$ cat src/rtl/cronometro_bcd_mmss.sv
// MM:SS.CC BCD stopwatch/countdown with preset load, wrap/saturate, terminal flag and lap freeze.
// Live and lap values are packed {m_dez, m_uni, s_dez, s_uni, cs_dez, cs_uni}.
`timescale 1ns/1ps
module cronometro_bcd_mmss #(
  parameter int MAX_MIN_DEZ = 5,
  parameter int MAX_MIN_UNI = 9,
  parameter bit WRAP        = 1'b1
) (
  input  logic       clk_100hz,
  input  logic       reset,
  input  logic       enable,
  input  logic       modo,
  input  logic       load,
  input  logic [3:0] m_dezena_in,
  input  logic [3:0] m_unidade_in,
  input  logic [3:0] s_dezena_in,
  input  logic [3:0] s_unidade_in,
  input  logic       lap,
  output logic [3:0] cs_unidade,
  output logic [3:0] cs_dezena,
  output logic [3:0] s_unidade,
  output logic [3:0] s_dezena,
  output logic [3:0] m_unidade,
  output logic [3:0] m_dezena,
  output logic       lap_ativo,
  output logic       fim,
  output logic       wrap,
  output logic       erro
);

  localparam logic [3:0] MAX_DEZ = MAX_MIN_DEZ[3:0];
  localparam logic [3:0] MAX_UNI = MAX_MIN_UNI[3:0];
  localparam logic [23:0] MAX_VAL = {MAX_DEZ, MAX_UNI, 4'd5, 4'd9, 4'd9, 4'd9};

  logic [23:0] live, lap_q, up_val, dn_val, shown;
  logic        load_ok, at_max, at_zero, at_one;

  assign load_ok = (m_dezena_in <= 4'd9) && (m_unidade_in <= 4'd9) &&
                   (s_dezena_in <= 4'd5) && (s_unidade_in <= 4'd9) &&
                   ((m_dezena_in < MAX_DEZ) ||
                    ((m_dezena_in == MAX_DEZ) && (m_unidade_in <= MAX_UNI)));

  assign at_max  = (live == MAX_VAL);
  assign at_zero = (live == 24'h000000);
  assign at_one  = (live == 24'h000001);

  // Ripple increment, one BCD digit at a time; the maximum is handled separately.
  always_comb begin
    up_val = live;
    if (live[3:0] != 4'd9) up_val[3:0] = live[3:0] + 4'd1;
    else begin
      up_val[3:0] = 4'd0;
      if (live[7:4] != 4'd9) up_val[7:4] = live[7:4] + 4'd1;
      else begin
        up_val[7:4] = 4'd0;
        if (live[11:8] != 4'd9) up_val[11:8] = live[11:8] + 4'd1;
        else begin
          up_val[11:8] = 4'd0;
          if (live[15:12] != 4'd5) up_val[15:12] = live[15:12] + 4'd1;
          else begin
            up_val[15:12] = 4'd0;
            if (live[19:16] != 4'd9) up_val[19:16] = live[19:16] + 4'd1;
            else begin
              up_val[19:16] = 4'd0;
              up_val[23:20] = live[23:20] + 4'd1;
            end
          end
        end
      end
    end
  end

  always_comb begin
    dn_val = live;
    if (live[3:0] != 4'd0) dn_val[3:0] = live[3:0] - 4'd1;
    else begin
      dn_val[3:0] = 4'd9;
      if (live[7:4] != 4'd0) dn_val[7:4] = live[7:4] - 4'd1;
      else begin
        dn_val[7:4] = 4'd9;
        if (live[11:8] != 4'd0) dn_val[11:8] = live[11:8] - 4'd1;
        else begin
          dn_val[11:8] = 4'd9;
          if (live[15:12] != 4'd0) dn_val[15:12] = live[15:12] - 4'd1;
          else begin
            dn_val[15:12] = 4'd5;
            if (live[19:16] != 4'd0) dn_val[19:16] = live[19:16] - 4'd1;
            else begin
              dn_val[19:16] = 4'd9;
              dn_val[23:20] = live[23:20] - 4'd1;
            end
          end
        end
      end
    end
  end

  always_ff @(posedge clk_100hz) begin
    if (reset) begin
      live      <= '0;
      lap_q     <= '0;
      lap_ativo <= 1'b0;
      fim       <= 1'b0;
      wrap      <= 1'b0;
      erro      <= 1'b0;
    end else begin
      wrap <= 1'b0;
      erro <= 1'b0;
      // Lap snapshots the pre-update live value and runs independently of load/count.
      if (lap) begin
        if (!lap_ativo) lap_q <= live;
        lap_ativo <= ~lap_ativo;
      end
      if (load) begin
        if (load_ok) begin
          live <= {m_dezena_in, m_unidade_in, s_dezena_in, s_unidade_in, 8'h00};
          fim  <= 1'b0;
        end else begin
          erro <= 1'b1;
        end
      end else if (enable) begin
        if (!modo) begin
          if (at_max) begin
            if (WRAP) begin
              live <= '0;
              wrap <= 1'b1;
              fim  <= 1'b0;
            end else begin
              fim <= 1'b1;
            end
          end else begin
            live <= up_val;
            fim  <= 1'b0;
          end
        end else begin
          if (at_zero) fim <= 1'b1;
          else begin
            live <= dn_val;
            if (at_one) fim <= 1'b1;
          end
        end
      end
    end
  end

  assign shown      = lap_ativo ? lap_q : live;
  assign cs_unidade = shown[3:0];
  assign cs_dezena  = shown[7:4];
  assign s_unidade  = shown[11:8];
  assign s_dezena   = shown[15:12];
  assign m_unidade  = shown[19:16];
  assign m_dezena   = shown[23:20];

endmodule

$ cat config.mk
export PLATFORM = sky130hd
export DESIGN_NAME = cronometro_bcd_mmss
export DESIGN_NICKNAME = d
export VERILOG_FILES = /design/src/rtl/cronometro_bcd_mmss.sv
export SDC_FILE = /design/constraint.sdc
export NUM_CORES = 1
export LEC_CHECK = 0
export ABC_AREA = 0
export CAP_MARGIN = 20
export CORE_UTILIZATION = 30
export DETAILED_ROUTE_END_ITERATION = 7
export GPL_TIMING_DRIVEN = 0
export RECOVER_POWER = 25
export SLEW_MARGIN = 20
export SYNTH_ARGS = -nofsm -noshare
export SYNTH_HDL_FRONTEND = slang
export SYNTH_SLANG_ARGS = --single-unit
$ cat constraint.sdc
create_clock -name clk_100hz -period 6.64 [get_ports clk_100hz]
set_input_delay 0.664 -clock clk_100hz [delete_from_list [all_inputs] [get_ports clk_100hz]]
set_output_delay 0.664 -clock clk_100hz [all_outputs]
set_load 0.1 [all_outputs]
==> summary.txt <==
Die
  • Die Height: ~110 um
  • Io pins: 50
  • Die width: 110.3 um
  • Core ar.: approximately 0.011 mm^2
  • Initial Util: 30.79%
  • Total die area: around 0.012 mm^2
  • Cell Rows: 39

Yosys
  • Post-synth net total: between 400 and 500
  • Ys Warns: 0
  • Sequential area share after synthesis: 29.61%
  • Synth async-reset ratio: 0%
  • Yosys cell types: 69
  • Mapped Cells: approximately 460
  • Syn Std Cell Area: about 0.0035 mm^2
  • EDFF count, synth: 0
  • Total of flip-flops plus latches after synthesis: 52
  • Main flop type after synthesis: dfxtp_1
  • Synth Area per Inst: 7.710 um^2

Power and ir drop
  • Power density cells: 204.3 mW/mm^2
  • Peak VDD IR: 0.1056 mV
  • Leak pwr: 0.001480 uW
  • Overall power: 886.5 uW
  • NetSw: 307.4 uW
  • Logic pwr share: 28.4%
  • Switching share of power: roughly a third
  • Int Pwr: approximately 580 uW
  • Register share of total power: 37.5%
  • Clock Power Share: 34.1%

Worst setup path
  • Crit-path max cell delay: between 1 and 1.5 ns
  • Family with the most delay on the worst path: buffers and inverters
  • WP buf/inv: 3
  • Worst EP required: ~6.0 ns
  • Worst Path Max Fanout: 10
  • CP max stage cell: clkdlybuf4s50_1
  • Reg2Reg Depth: 8
  • WP depth: 4
  • Startpoint types: flip-flop
  • CP arrival: 3.01 ns
  • Setup CP Type: reg2out
  • Crit. End Element: primary output
  • Crit path cell chain: clkbuf_1 > buf_1 > mux2_2 > clkdlybuf4s50_1

Timing
  • Final setup TNS: 0 ns
  • Final Hold Viols: 0
  • RSZ-0062 raised after global routing: false
  • Final WS setup: between 2 and 3 ns
  • Final Max Slew Viols: 0
  • Minimum clock period: 3.676 ns
  • Final setup fails: 0
  • Final period utilization: 55.37%
  • Hold slack final: 0.4544 ns
  • Clk_skew: between 0.007 and 0.008 ns
  • Max Fclk: 272.0 MHz
  • Worst slew pin tran: approximately 0.98 ns
  • Worst rel slew slack: 34.34%

Clock network
  • CTS Buffer Depth: 2
  • Num CTS Buffers: 5
  • Root buf cell: clkbuf_16
  • PostCTS Resize Cnt: 0
  • Reg clk slew, reported paths: around 0.070 ns
  • H-tree Lvls: 2
  • Postcts setup bufs: 0
  • Clock Latency Late Sink: 0.30 ns
  • TritonCTS clock tree: yes
  • Clk sink count: 52
  • Cts hold-fix bufs: 0

Placed design
  • Setup WS pre-CTS: 3.291 ns
  • Dpl hpwl: 8.210 mm
  • DP Cell Count: 647
  • Port Buf Inserts: 48
  • Gpl congestion: ~0.9

GRT
  • Initial antenna violation count: 0
  • GR Overflow Total: 0
  • Vias in the first global route: approximately 3.3k
  • First-pass GRT wire length: 17.57 mm
  • GRT Overall Usage: 19.03%
  • Pin count of the biggest net entering global routing: 16

Job
  • Max-cap viol count: 0

Layout
  • Area growth, synth to finish: 23.42%
  • Ant. Diodes: 0
  • Share of cells above drive strength 1: 8.008%
  • FILL cells: around 1.2k
  • Final Non-Filler Cells: around 660
  • Final nets: 543
  • Register area: 0.001041 mm^2
  • Multi-input logic area: 0.002260 mm^2

Route
  • Via density: between 5 and 6
  • Routed WL per cell: 17.12 um
  • ANT nets after route: 0
  • DRT iter0 DRCs: 278
  • DR vias: 3696
  • Drt drc: 0
  • Pre-antenna DRT Iters: 5
  • Drt total wl: 11.22 mm

Status
  • Outcome: complete, no violations

Worst hold path
  • Hold path depth: 2
  • HP Class: reg2reg
[Yosys cell counts (3+ instances only)]
master      n  area share [%]
clkbuf_1   36             3.8
and2_1      3            0.53
buf_2       4            0.57
nand3b_1    4            0.85
nor3_1      9             1.3
nor2b_1     7             1.2
o22ai_1     3            0.53
ha_1       10             3.6
and3_1      3            0.53
mux2i_1     4             1.1
nor2_1     14             1.5
dfxtp_1    52              30
or4_1       3            0.64
xor2_1      5             1.2
a211oi_1   13             2.8
buf_1       4            0.43
o211ai_1    8             1.7
nor4b_1     4             1.0
nand3_1    11             1.6
nand4_1     6             1.1
a32oi_1     3            0.75
nand2b_1    6             1.1
o31ai_1     5             1.1
o21ai_0    26             3.7
mux2_2     17             5.4
a21oi_1    41             5.8
nand2_1    75             8.0
a31oi_1     7             1.2
o2111ai_1   4             1.0
inv_1      11             1.2
nor3b_1     5             1.1
[power groups by stage]
stage,Clock (uW),Combinational (uW),Sequential (uW)
4_1_cts,306,250,332
5_1_grt,317,270,334
3_3_place_gp,0,247,339
3_5_place_dp,0,249,339
6_report,302,252,332
2_1_floorplan,0,170,346
[path summary, 6_finish.rpt]
path	from	to	slack, ns
setup / recovery	lap_ativo	m_dezena[2]	2.96
hold / removal	lap_q[8]	lap_q[8]	0.45
setup reg to reg	live[0]	live[21]	4.08
hold reg to reg	lap_q[8]	lap_q[8]	0.45
[sequential cells by signal, summed over array words and instances, names as in the netlist]
signal     flops
live          24
lap_ativo      1
wrap           1
erro           1
lap_q         24
fim            1
[kinds of logic after synthesis]
| logic type | synth area share, % |
|---|---|
| and+or+nand+nor | 24.91 |
| buffers and inverters | 6.121 |
| AOI/OAI and AO/OA | 27.72 |
| xor gates and xnor gates | 1.495 |
| muxes | 6.584 |
| adders and majority gates | 3.559 |
| DFF | 29.61 |
[cell usage in the layout, fill, tap and decap left out, drive strengths merged, types with 3 or more instances in the layout]
master         synthesis  layout
nand2b                 6       6
clkbuf                36      42
nor2                  14      14
o22ai                  3       3
nor4b                  4       4
a32oi                  3       3
nand3b                 4       4
and2                   3       3
o311ai                 3       3
mux2                  17      17
nor4                   3       3
nand2                 75      75
a21oi                 41      41
or3                    3       3
mux2i                  4       4
or4                    3       3
and3                   3       3
dfxtp                 52      52
nand4                  6       6
o21ai                 28      28
o31ai                  5       5
nor3                   9       9
o41ai                  3       3
nor3b                  6       6
a31oi                  7       7
o211ai                 9       9
xor2                   5       5
buf                    8       8
o2111ai                4       4
inv                   11      11
nand3                 11      11
a211oi                13      13
ha                    10      10
nor2b                  7       7
clkdlybuf4s50          0      47
[metal layers]
layer  GRT usage, %  part of all wire (%)
met5              0                     0
met2          30.97                    46
met3          2.587                   6.0
met1          25.93                    46
met4          5.921                   1.6
[stage by stage]
stage	utilization (%)	area, um^2
finish	38.00	4339
global route	38.00	4339
CTS	38.00	4339
detailed placement	36.57	4175
global placement	36.57	4175
floorplan	-	3516
[worst min-delay path, delay by kind of cell, from the launching register on]
| kind | cells | cell delay, ns |
|---|---|---|
| AOI/OAI and AO/OA | 1 | 0.05 |
| and+or+nand+nor | 1 | 0.05 |
| DFF | 1 | 0.31 |
[layout make-up]
type                            instances  area share, %
Clock inverter                          2         0.8074
Timing Repair Buffer                   48          11.07
Multi-Input combinational cell        348          52.08
Clock buffer                            6          2.970
Buffer                                 44          3.922
Sequential cell                        52          23.99
Inverter                               12          1.038
Tap cell                              143          4.123
No activity file was read; power rests on OpenSTA's default activity.
